File: config.mk
export PLATFORM = sky130hd
export DESIGN_NAME = sprite_rom_mux
export DESIGN_NICKNAME = d
export VERILOG_FILES = /design/src/rtl/sprite_rom_mux.sv
export SDC_FILE = /design/constraint.sdc
export NUM_CORES = 1
export LEC_CHECK = 0
export CORE_MARGIN = 10
export CORE_UTILIZATION = 30
export DETAILED_ROUTE_END_ITERATION = 6
export PLACE_DENSITY = 0.74
export SKIP_CTS_REPAIR_TIMING = 1
export SLEW_MARGIN = 20
export SYNTH_ARGS = -nofsm -noshare
export SYNTH_HDL_FRONTEND = slang
export SYNTH_SLANG_ARGS = --single-unit
File: constraint.sdc
create_clock -name clk -period 1.6 [get_ports clk]
set_clock_uncertainty 0.15 [all_clocks]
set_input_delay 0.32 -clock clk [delete_from_list [all_inputs] [get_ports clk]]
set_output_delay 0.32 -clock clk [all_outputs]
set_load 0.03 [all_outputs]
File: src/rtl/sprite_rom_mux.sv
// Sprite ROM channel mux: shared ROM address, latency-matched index pipe,
// per-pixel slice select. SPRITE_KEY_EN enables KEY_COLOR transparency.
module sprite_rom_mux #(
  parameter int NUM_OBJ = 8,
  parameter int COLOR_W = 12,
  parameter int ROM_LAT = 1,
  parameter int IDX_W   = 4,
  parameter logic [COLOR_W-1:0] BG_COLOR  = 12'h000,
  parameter logic [COLOR_W-1:0] KEY_COLOR = 12'hF0F
) (
  input  logic                       clk,
  input  logic                       reset,
  input  logic                       req_valid,
  input  logic [9:0]                 row,
  input  logic [9:0]                 col,
  input  logic [IDX_W-1:0]           index,
  output logic [9:0]                 rom_row,
  output logic [9:0]                 rom_col,
  input  logic [NUM_OBJ*COLOR_W-1:0] rom_data,
  output logic [COLOR_W-1:0]         color_data,
  output logic                       out_valid,
  output logic                       hit
);

  localparam int DEPTH = 1 + ROM_LAT;

  logic [DEPTH-1:0] vld_q;
  logic [IDX_W-1:0] idx_q [DEPTH];

  always_ff @(posedge clk) begin
    if (reset) begin
      rom_row <= '0;
      rom_col <= '0;
    end else begin
      rom_row <= row;
      rom_col <= col;
    end
  end

  // Valid/index ride alongside the ROM so they line up with rom_data.
  always_ff @(posedge clk) begin
    if (reset) begin
      vld_q <= '0;
      for (int s = 0; s < DEPTH; s++)
        idx_q[s] <= '0;
    end else begin
      vld_q    <= {vld_q[DEPTH-2:0], req_valid};
      idx_q[0] <= index;
      for (int s = 1; s < DEPTH; s++)
        idx_q[s] <= idx_q[s-1];
    end
  end

  logic                 vld_a;
  logic [IDX_W-1:0]     idx_a;
  logic [COLOR_W-1:0]   slice_sel;
  logic                 in_range;
  logic                 opaque;

  assign vld_a = vld_q[DEPTH-1];
  assign idx_a = idx_q[DEPTH-1];

  always_comb begin
    slice_sel = BG_COLOR;
    in_range  = 1'b0;
    for (int k = 1; k <= NUM_OBJ; k++) begin
      if (idx_a == IDX_W'(k)) begin
        slice_sel = rom_data[(k-1)*COLOR_W +: COLOR_W];
        in_range  = 1'b1;
      end
    end
  end

`ifdef SPRITE_KEY_EN
  assign opaque = in_range && (slice_sel != KEY_COLOR);
`else
  assign opaque = in_range;
`endif

  always_ff @(posedge clk) begin
    if (reset) begin
      color_data <= BG_COLOR;
      out_valid  <= 1'b0;
      hit        <= 1'b0;
    end else begin
      out_valid  <= vld_a;
      hit        <= vld_a && opaque;
      color_data <= (vld_a && opaque) ? slice_sel : BG_COLOR;
    end
  end

endmodule

# Word-level counts from Yosys, hierarchy flattened
# Memory sizes are Yosys's and may differ from the RTL's.
# Index checks and enable logic that the tools add are counted.
# Widths: inputs -> output; s select.
dict set report classes {
  bitwise 3
  eq_ne 8
  n_mux 21
  reduce_logical 2
}
# op n
set op_table {}
lappend op_table {{$mux 12} 8}
lappend op_table {{$eq 4x3->1 const B} 4}
lappend op_table {{$mux 1} 11}
lappend op_table {{$eq 4x2->1 const B} 2}
lappend op_table {{$mux 4} 2}
lappend op_table {{$eq 4x1->1 const B} 1}
lappend op_table {{$eq 4x4->1 const B} 1}
lappend op_table {{$or 1x1->1} 2}
lappend op_table {{$reduce_or 2->1} 1}
lappend op_table {{$logic_and 1x1->1} 1}
lappend op_table {{$not 1->1} 1}
dict set report word_totals {
  mem_bits_rw 8
  output_inout_bits 34
  n_memories 1
  wordCells 41
  in_bits 123
  ff_bits 36
}
# name depth word_bits read_ports rd_ports_with_merged_regs wr line
set memory_table {}
lappend memory_table {idx_q 2 4 2 0 2 28} ;# logic [IDX_W-1:0] idx_q [DEPTH];

# Depth between registers and ports, before layout
# Gate-level depths: netlist of the first run.
dict set report logic_depth {
  word_depth 12
  ltp_mapped 7
  mapped_depth_nobuf 4
}

# Least setup slack after synthesis of the first run
# Ideal clock, no wire load.
dict set report synth_path {
  kind {reg-to-reg}
  from {memory idx_q[1][0], in the netlist idx_q[0][4]}
  to {register color_data[1]}
  setup_ns 0.135
  arrival_ns 1.371
  stages_incl_launch_ff 8
  required_ns 1.315
  path_slack_ns -0.056
  n_path_buf 3
  synth_period_minus_slack_ns 1.656
  cell_sequence {dfxtp_1 -> buf_6 -> nor2b_4 -> buf_6 -> and2_4 -> buf_6 -> a222oi_1 -> a211oi_2}
}
# element line
set synth_lines {}
lappend synth_lines {{start: declaration} 28}
lappend synth_lines {{end signal: assignment} 88} ;# color_data <= (vld_a && opaque) ? slice_sel : BG_COLOR;
lappend synth_lines {{end: declaration} 20} ;# output logic [COLOR_W-1:0] color_data,

==> metrics.md, run 1 <==
| Metric | Value |
|---|---|
| Die Footprint | `about 11000 um^2` |
| Root Buffer | `clkbuf_8` |
| Maximum capacitance violations | `0` |
| Clock buffer depth | `2` |
| Syn avg cell area | `9.92 um^2` |
| Min-delay worst type | `reg -> reg` |
| Post-Syn Instances | `approximately 220` |
| CP max FO | `8` |
| P&R area growth vs syn | `99.8%` |
| Fin nets | `~510` |
| Total GRT Usage | `14.6%` |
| Worst EP arrival | `1.69 ns` |
| Register area share after synthesis | `approximately two fifths` |
| Vias | `around 2300` |
| Worst slew pin tran | `between 0.3 and 0.4 ns` |
| Complex-gate fraction of the synthesized area | `between 20% and 30%` |
| Slew Viols, Final | `0` |
| Setup Viol. Count Final | `6` |
| Count of warnings emitted by yosys | `0` |
| Avg WL per Cell | `~18 um` |
| Hold Fails Final Rpt | `0` |
| Synth top cells by count | `dfxtp_1 (44), nor2b_1 (33), mux2_2 (21)` |
| Worst setup SP type | `flip-flop` |
| Chip width | `105 um` |
| Ys async rst share | `0%` |
| Largest family of logic cells by synthesized area | `compound AO/OA/AOI/OAI gates` |
| #FFs+latches synth | `44` |
| Final GP Congestion | `0.820` |
| Post-Synth XOR/XNOR Area | `0%` |
| Final min period | `1.66 ns` |
| Peak supply drop | `between 600 and 700 uV` |
| Outcome | `finished with violations` |
| Initial DRC count | `100` |
| Post-Route WL | `8760 um` |
| Total CTS buffers | `5` |
| Worst reg2reg path startpoint | `idx_q[0][4]$_SDFF_PP0_` |
| CTS tree | `yes` |
| Post-synthesis adder-cell area fraction | `0%` |
| Dpl cells | `473` |
| Ys flop type | `dfxtp_1` |
| CP Launch Point | `idx_q[0][4]$_SDFF_PP0_` |
| Cell Rows | `30` |
| Setup TNS | `-0.205 ns` |
| Fmax | `0.604 GHz` |
| Final Cycle Share | `104%` |
| DRC viols | `0` |
| Core Area | `6870 um^2` |
| Largest net degree at the start of global routing | `31` |
| Global-route wire length before repair | `13000 um` |
| Share of cells above drive strength 1 | `20.9%` |
| Top-area cell type share of the netlist area | `40.9%` |
| Most frequent cell after synthesis | `dfxtp_1` |
| Worst hold margin | `roughly 0.29 ns` |
| Worst slew margin | `between 70% and 80%` |
| Total grt overflow | `0` |
| Vias in the first global route | `2414` |
| RSZ-0062 raised after global routing | `yes` |
| Post-synth EDFFs | `0` |
| Hold Crit Start | `idx_q[0][3]$_SDFF_PP0_` |
| Drt pass-1 iters | `7` |
| Largest area contributor in the netlist | `dfxtp_1` |
| Worst-Skew Late Latency | `0.30 ns` |
| Worst setup margin | `-0.0569 ns` |
| Failing checks | `negative setup slack` |
| Post-synthesis mux area share | `approximately an eighth` |
| Mapped cell area | `about 2200 um^2` |
| WS Path Type | `reg -> reg` |
| Count of input and output buffers | `156` |
| Die Ht | `105 um` |
| Crit. End Element | `flip-flop` |
| PwrDens | `645 nW/um^2` |
| Worst-path clk slew | `0.09 ns` |
| Simple-gate share of the synthesized area | `roughly a fifth` |
| Number of diodes | `0` |
| Distinct cells, synth | `40` |
| Non-filler cells, final | `488` |
| Net Count, Synth | `340` |
| IO Pins | `about 160` |
| Via density per instance | `4.76` |
| DP Wirelength | `6840 um` |
| Req. time, crit path | `~1.6 ns` |
| Detail Route Antenna Nets | `0` |
| Initial Utilization | `31.3%` |
| Area contributors post-synth | `dfxtp_1 (41%), mux2_2 (11%), nor2b_1 (9.6%), a222oi_1 (3.7%), a22o_1 (3.3%)` |
| Leakage power | `~2.2 nW` |
| Clk sink count | `44` |
| Initial antenna violation count | `0` |
| H-tree depth | `2` |
-- metrics by stage --
step	instance area, um^2	total power [mW]	util, %	setup slack, ns
final	4300	2.78	62.6	-0.0569
after CTS	4050	2.78	59.0	-0.238
after global placement	3930	1.85	57.2	-0.161
after floorplan	2150	1.43	-	-0.0186
after global routing	4300	2.91	62.6	-0.105
after detailed placement	3930	1.86	57.2	-0.185
-- area by class of cell --
type | instances | area [um^2]
fillers | 575 | 2570
repair buffers | 186 | 1980
multi-input cells | 153 | 1180
flip-flops and latches | 44 | 891
well taps | 96 | 120
clock buffers | 6 | 82.6
clock inverters | 2 | 38.8
inverters | 1 | 3.75
-- flip-flops by register name, summed over array words and instances, names as in the netlist --
| register | flops |
|---|---|
| color_data | 12 |
| hit | 1 |
| idx_q | 8 |
| out_valid | 1 |
| rom_col | 10 |
| rom_row | 10 |
| vld_q | 2 |
-- cells by family (layout without fill, tap and decap cells) --
logic type	after synthesis	count (layout)
buffers and inverters	20	195
AO/OA/AOI/OAI	53	53
AND/OR/NAND/NOR	75	75
multiplexers	25	25
flip-flops	44	44
-- critical path, cell delays in order, from the launching register on --
cell	delay [ns]
dfxtp_4	0.38
clkbuf_16	0.17
nor2b_4	0.14
and2_4	0.17
a222oi_1	0.41
a211oi_2	0.12
-- power breakdown --
group	switching [mW]	internal [mW]
registers	0.0132	1.13
clock network	0.406	0.511
logic	0.247	0.466
total	0.666	2.11
-- cell usage in the layout (no fill, tap or decap), drive strengths merged --
master,Yosys,final
dlymetal6s2s,0,34
a32oi,1,1
or3b,1,1
a222oi,8,8
a31oi,2,2
and2,3,3
mux2,21,21
o211ai,2,2
buf,13,27
inv,1,1
a311oi,1,1
or2,2,2
nand4b,1,1
a22oi,1,1
a211oi,12,12
nand4bb,1,1
clkdlybuf4s50,0,122
dfxtp,44,44
and3b,1,1
nor2,16,16
mux2i,4,4
nor2b,34,34
and3,1,1
a211o,1,1
o21ai,5,5
clkinv,0,1
a21o,8,8
and2b,1,1
nand2,10,10
clkbuf,6,9
a22o,8,8
bufinv,0,1
a21oi,4,4
nor3b,2,2
nor3,2,2
-- layer usage --
metal  track usage [%]  up-vias  routed length [um]  part of all wire [%]
li1                  -     1133                   -                     -
met1              16.5     1080                3550                    40
met2              26.0      103                4460                    51
met3              6.02        5                 732                   8.4
met4              1.47        0                  19                  0.22
met5                 0        -                   0                     0
-- final timing paths --
kind                                                  to  slack (ns)  cells past startpoint
worst max register to register  color_data[5]$_SDFF_PP0_       -0.06                      5
worst min register to register    idx_q[0][7]$_SDFF_PP0_        0.29                      1
worst min-delay path              idx_q[0][7]$_SDFF_PP0_        0.29                      1
worst max-delay path            color_data[5]$_SDFF_PP0_       -0.06                      5
Power figures use the tool's default switching activity.
==> run 2: changes to the inputs <==
- CORE_MARGIN: 10 -> default
==> metrics.md, run 2 (synthesis gave the netlist of run 1 again) <==
| Metric | Value |
|---|---|
| DP Wirelength | `5390 um (-21%)` |
| DRC viols | `0 (unchanged)` |
| IO Pins | `157 (unchanged)` |
| Detail Route Antenna Nets | `0 (unchanged)` |
| Fmax | `0.576 GHz (-4.6%)` |
| Worst setup margin | `-0.137 ns (-0.0799 ns)` |
| Die Ht | `86.7 um (-17%)` |
| Share of cells above drive strength 1 | `19.8% (-1.1 points)` |
| Final min period | `1.74 ns (+0.0799 ns)` |
| Vias in the first global route | `2195 (-9.1%)` |
| Most Crowded Layer GR | `met2` |
| Drt pass-1 iters | `7 (unchanged)` |
| Largest net degree at the start of global routing | `31 (unchanged)` |
| Slew Viols, Final | `0 (unchanged)` |
| PwrDens | `637 nW/um^2 (-1.2%)` |
| Worst-Skew Late Latency | `0.30 ns (about the same)` |
| Worst EP arrival | `1.76 ns (+0.07 ns)` |
| Core Area | `6870 um^2 (unchanged)` |
| Total GRT Usage | `17.9% (+3.3 points)` |
| Total grt overflow | `0 (unchanged)` |
| H-tree depth | `2 (unchanged)` |
| Maximum capacitance violations | `0 (unchanged)` |
| Worst setup SP type | `flip-flop` |
| Design area | `4290 um^2 (-0.35%)` |
| CP max FO | `8 (unchanged)` |
| Final GP Congestion | `0.766 (-6.6%)` |
| Worst hold margin | `0.290 ns (+0.000885 ns)` |
| Leakage power | `2.19 nW (-0.21%)` |
| Setup Viol. Count Final | `8 (+2)` |
| Placement Cell Area | `3890 um^2 (-0.95%)` |
| Avg WL per Cell | `15.0 um (-17%)` |
| Vias | `2335 (+0.60%)` |
| Worst slew margin | `73.2% (-0.62 points)` |
| Crit. End Element | `flip-flop` |
| Count of input and output buffers | `156 (unchanged)` |
| Worst-path clk slew | `0.09 ns (about the same)` |
| Number of diodes | `0 (unchanged)` |
| Root Buffer | `clkbuf_8` |
| Post-Route WL | `7320 um (-16%)` |
| Total CTS buffers | `5 (unchanged)` |
| CTS tree | `yes` |
| GR Util met3 | `5.81% (-0.21 points)` |
| Die Footprint | `7520 um^2 (-31%)` |
| Non-filler cells, final | `489 (+0.20%)` |
| Global-route wire length before repair | `10400 um (-21%)` |
| Most common cell after layout, fill and taps aside | `clkdlybuf4s50_1` |
| Clock buffer depth | `2 (unchanged)` |
| Cell Rows | `30 (unchanged)` |
| Dpl ws | `-0.204 ns (-0.0195 ns)` |
| Clk sink count | `44 (unchanged)` |
| Req. time, crit path | `1.63 ns (about the same)` |
| FILL cells | `578 (+0.52%)` |
| Max FFs per register | `12 (unchanged)` |
| M1 GR Usage | `19.8% (+3.3 points)` |
| Biggest register | `color_data` |
| Fin nets | `515 (+0.19%)` |
| Initial Utilization | `31.3% (unchanged)` |
| P&R area growth vs syn | `99.1%` |
| GR Util met2 | `32.3% (+6.3 points)` |
| Largest regs | `color_data x12, rom_col x10, rom_row x10` |
| Initial DRC count | `71 (-29%)` |
| Via density per instance | `4.78 (+0.40%)` |
| Overall power | `2.73 mW (-1.6%)` |
| Min-delay worst type | `reg -> reg` |
| WS Path Type | `reg -> reg` |
| Peak supply drop | `389 uV (-37%)` |
| Worst slew pin tran | `0.402 ns (+0.00932 ns)` |
| Dpl cells | `473 (unchanged)` |
| Most frequent cells in the layout | `clkdlybuf4s50_1 (122), dfxtp_1 (41), dlymetal6s2s_1 (34), nor2b_1 (33), buf_4 (21)` |
| RSZ-0062 raised after global routing | `yes` |
| Final Cycle Share | `109% (+5.0 points)` |
| Failing checks | `negative setup slack` |
| Outcome | `finished with violations` |
| Hold Fails Final Rpt | `0 (unchanged)` |
| Chip width | `86.7 um (-17%)` |
| Initial antenna violation count | `0 (unchanged)` |
[run 2: changes by cell type in the layout (fill, tap and decap cells not counted), sizes merged]
| cell | delta |
|---|---|
| clkinv | +1 |
| buf | +1 |
| clkbuf | -1 |
[run 2: final timing paths]
| path | start | to | slack [ns] | depth (start not counted) |
|---|---|---|---|---|
| hold reg to reg | idx_q[0][0]$_SDFF_PP0_ | idx_q[0][4]$_SDFF_PP0_ | 0.29 | 1 |
| hold / removal | idx_q[0][0]$_SDFF_PP0_ | idx_q[0][4]$_SDFF_PP0_ | 0.29 | 1 |
| setup reg to reg | idx_q[0][7]$_SDFF_PP0_ | color_data[4]$_SDFF_PP0_ | -0.14 | 5 |
| setup / recovery | idx_q[0][7]$_SDFF_PP0_ | color_data[4]$_SDFF_PP0_ | -0.14 | 5 |
[run 2: layout make-up]
type	count	area, um^2	area share (%)
repair buffers	187	1990	46.4
clock buffers	5	68.8	1.60
clock inverters	3	47.5	1.11
inverters	1	3.75	0.0875
multi-input cells	153	1170	27.3
flip-flops and latches	44	887	20.7
well taps	96	120	2.80
[run 2: critical path: stages (launching register included)]
cell and delay, ns:
dfxtp_2 0.36, and2b_1 0.21, buf_6 0.14, and2_4 0.19, a222oi_1 0.44, a211oi_2 0.13
[run 2: routing by layer]
metal	vias to the layer above	routed length (um)
li1	1128	-
met1	1074	2830
met2	121	3650
met3	12	708
met4	0	126
met5	-	0
[run 2: where the power goes]
part,switching (mW),internal [mW],leakage (nW)
clock network,0.409,0.471,0.0583
registers,0.0138,1.13,0.364
logic,0.243,0.462,1.76
total,0.665,2.07,2.19
[run 2: stage by stage]
step	setup TNS (ns)	utilization, %
floorplan	-0.0702	-
global placement	-1.34	56.7
detailed placement	-1.81	56.7
CTS	-7.77	58.4
global route	-1.31	62.4
finish	-0.572	62.4
==> run 3: changes to the inputs <==
- PLACE_DENSITY: 0.74 -> 0.72
- SLEW_MARGIN: 20 -> default
- clock period: 1.6 -> 2 ns (I/O delays scaled with it)
==> metrics.md, run 3 (synthesis gave the netlist of run 1 again) <==
| Metric | Value |
|---|---|
| Drt pass-1 iters | `4 (-3)` |
| Vias | `2235 (-4.3%)` |
| Worst hold path endpoint | `vld_q[1]$_SDFF_PP0_` |
| Setup TNS | `0 ns (+0.572 ns)` |
| Count of input and output buffers | `156 (unchanged)` |
| FILL cells | `632 (+9.3%)` |
| Chip width | `86.7 um (unchanged)` |
| Root Buffer | `clkbuf_8` |
| Final min period | `1.87 ns` |
| Final GP Congestion | `0.788 (+2.9%)` |
| Slowest cell on the critical path | `clkdlybuf4s50_1` |
| Placement Cell Area | `3830 um^2 (-1.7%)` |
| Clk sink count | `44 (unchanged)` |
| Finished Core Util | `57.2% (-5.2 points)` |
| Multi-input gate area | `1150 um^2 (-1.9%)` |
| Final Cycle Share | `93.4%` |
| Worst slew pin tran | `0.609 ns (+0.207 ns)` |
| Total GRT Usage | `18.5% (+0.58 points)` |
| R2R cell count | `4 (-1)` |
| Die Footprint | `7520 um^2 (unchanged)` |
| CP max FO | `1 (-7)` |
| R2r setup slk | `0.17 ns (+0.31 ns)` |
| Most frequent cells in the layout | `clkdlybuf4s50_1 (156), dfxtp_1 (43), nor2b_1 (33), mux2_2 (21), nor2_1 (15)` |
| Vias in the first global route | `2288 (+4.2%)` |
| Number of diodes | `0 (unchanged)` |
| WS Path Type | `reg -> out` |
| IO Pins | `157 (unchanged)` |
| Design area | `3930 um^2 (-8.3%)` |
| PwrDens | `516 nW/um^2 (-19%)` |
| Crit-path cells | `clkdlybuf4s50_1` |
| Req. time, crit path | `1.45 ns (-0.18 ns)` |
| Die Ht | `86.7 um (unchanged)` |
| Initial antenna violation count | `0 (unchanged)` |
| Worst-path clk slew | `0.08 ns (about the same)` |
| Share of cells above drive strength 1 | `14.9% (-5.0 points)` |
| Worst setup SP type | `flip-flop` |
| Min-delay worst type | `reg -> reg` |
| Post-Route WL | `6870 um (-6.2%)` |
| Hold Path Stages | `1 (unchanged)` |
| Overall power | `2.03 mW (-26%)` |
| Seq. cell area | `882 um^2 (-0.56%)` |
| Core Area | `6870 um^2 (unchanged)` |
| Hold Fails Final Rpt | `0 (unchanged)` |
| Most common cell after layout, fill and taps aside | `clkdlybuf4s50_1` |
| RSZ-0062 raised after global routing | `no` |
| Via density per instance | `4.74 (-0.84%)` |
| Initial DRC count | `83 (+17%)` |
| Worst reg2reg path startpoint | `idx_q[0][7]$_SDFF_PP0_` |
| Detail Route Antenna Nets | `0 (unchanged)` |
| CP delay by family, top | `buffers and inverters` |
| Worst setup margin | `0.131 ns (+0.268 ns)` |
| Largest net degree at the start of global routing | `31 (unchanged)` |
| Max FFs per register | `12 (unchanged)` |
| Leakage power | `1.50 nW (-31%)` |
| Crit. End Element | `output pin` |
| Cell Rows | `30 (unchanged)` |
| CTS tree | `yes` |
| Peak supply drop | `420 uV (+7.8%)` |
| H-tree depth | `2 (unchanged)` |
| Global-route wire length before repair | `10600 um (+1.9%)` |
| Total CTS buffers | `5 (unchanged)` |
| Hold Crit Start | `vld_q[0]$_SDFF_PP0_` |
| Fmax | `0.535 GHz` |
| Largest regs | `color_data x12, rom_col x10, rom_row x10` |
| Setup Viol. Count Final | `0 (-8)` |
| Initial Utilization | `31.3% (unchanged)` |
| Worst EP arrival | `1.32 ns (-0.44 ns)` |
| Fin nets | `498 (-3.3%)` |
| Worst-Skew Late Latency | `0.29 ns (about the same)` |
| Dpl cells | `464 (-1.9%)` |
| DP Wirelength | `5570 um (+3.4%)` |
| Critical path buffers and inverters | `1 (unchanged)` |
| Total grt overflow | `0 (unchanged)` |
| Dpl ws | `0.114 ns (+0.318 ns)` |
| Outcome | `completed` |
| Worst slew margin | `59.2% (-14 points)` |
| Clock buffer depth | `2 (unchanged)` |
| Max stage delay on crit path | `0.68 ns (+0.24 ns)` |
| Maximum capacitance violations | `0 (unchanged)` |
| Slew Viols, Final | `0 (unchanged)` |
| P&R area growth vs syn | `82.6%` |
| Avg WL per Cell | `14.5 um (-2.8%)` |
| DRC viols | `0 (unchanged)` |
| Worst r2r dst | `color_data[5]$_SDFF_PP0_` |
| Worst hold margin | `0.291 ns (+0.00124 ns)` |
| Non-filler cells, final | `472 (-3.5%)` |
| Biggest register | `color_data` |
[run 3: cell types whose count changed in the layout (fill, tap and decap cells not counted), moves of 3 or more]
| cell | delta |
|---|---|
| mux2_2 | +3 |
| clkdlybuf4s50_1 | +34 |
| buf_4 | -8 |
| dlymetal6s2s_1 | -34 |
| clkbuf_16 | -3 |
| buf_6 | -3 |
| mux2_4 | -3 |
[run 3: worst max path at each step]
| stage | start | to | slack, ns | depth (start not counted) |
|---|---|---|---|---|
| floorplan | idx_q[0][4]$_SDFF_PP0_ | color_data[1]$_SDFF_PP0_ | 0.34 | 7 |
| global placement | rom_data[77] | color_data[5]$_SDFF_PP0_ | 0.16 | 4 |
| detailed placement | rom_data[77] | color_data[5]$_SDFF_PP0_ | 0.11 | 4 |
| CTS | color_data[1]$_SDFF_PP0_ | color_data[1] | 0.11 | 1 |
| global route | idx_q[0][5]$_SDFF_PP0_ | color_data[4]$_SDFF_PP0_ | 0.04 | 4 |
| finish | color_data[9]$_SDFF_PP0_ | color_data[9] | 0.13 | 1 |
[run 3: cell type report]
cell class | instances | share of cell area, %
Clock buffer | 6 | 2.10
Clock inverter | 2 | 0.382
Inverter | 1 | 0.0955
Multi-Input combinational cell | 153 | 29.2
Sequential cell | 44 | 22.4
Tap cell | 96 | 3.05
Timing Repair Buffer | 170 | 42.7
[run 3: where the power goes]
group,internal [mW],switching [mW],total (mW)
Clock,0.280,0.307,0.587
Combinational,0.341,0.178,0.520
Sequential,0.908,0.0159,0.924
[run 3: per-layer routing]
| layer | track usage [%] | vias to the layer above | wire length (um) |
|---|---|---|---|
| met5 | 0 | - | 0 |
| met4 | 6.36 | 0 | 118 |
| met3 | 5.71 | 11 | 708 |
| met2 | 34.2 | 116 | 3370 |
| met1 | 19.8 | 1016 | 2670 |
| li1 | - | 1092 | - |
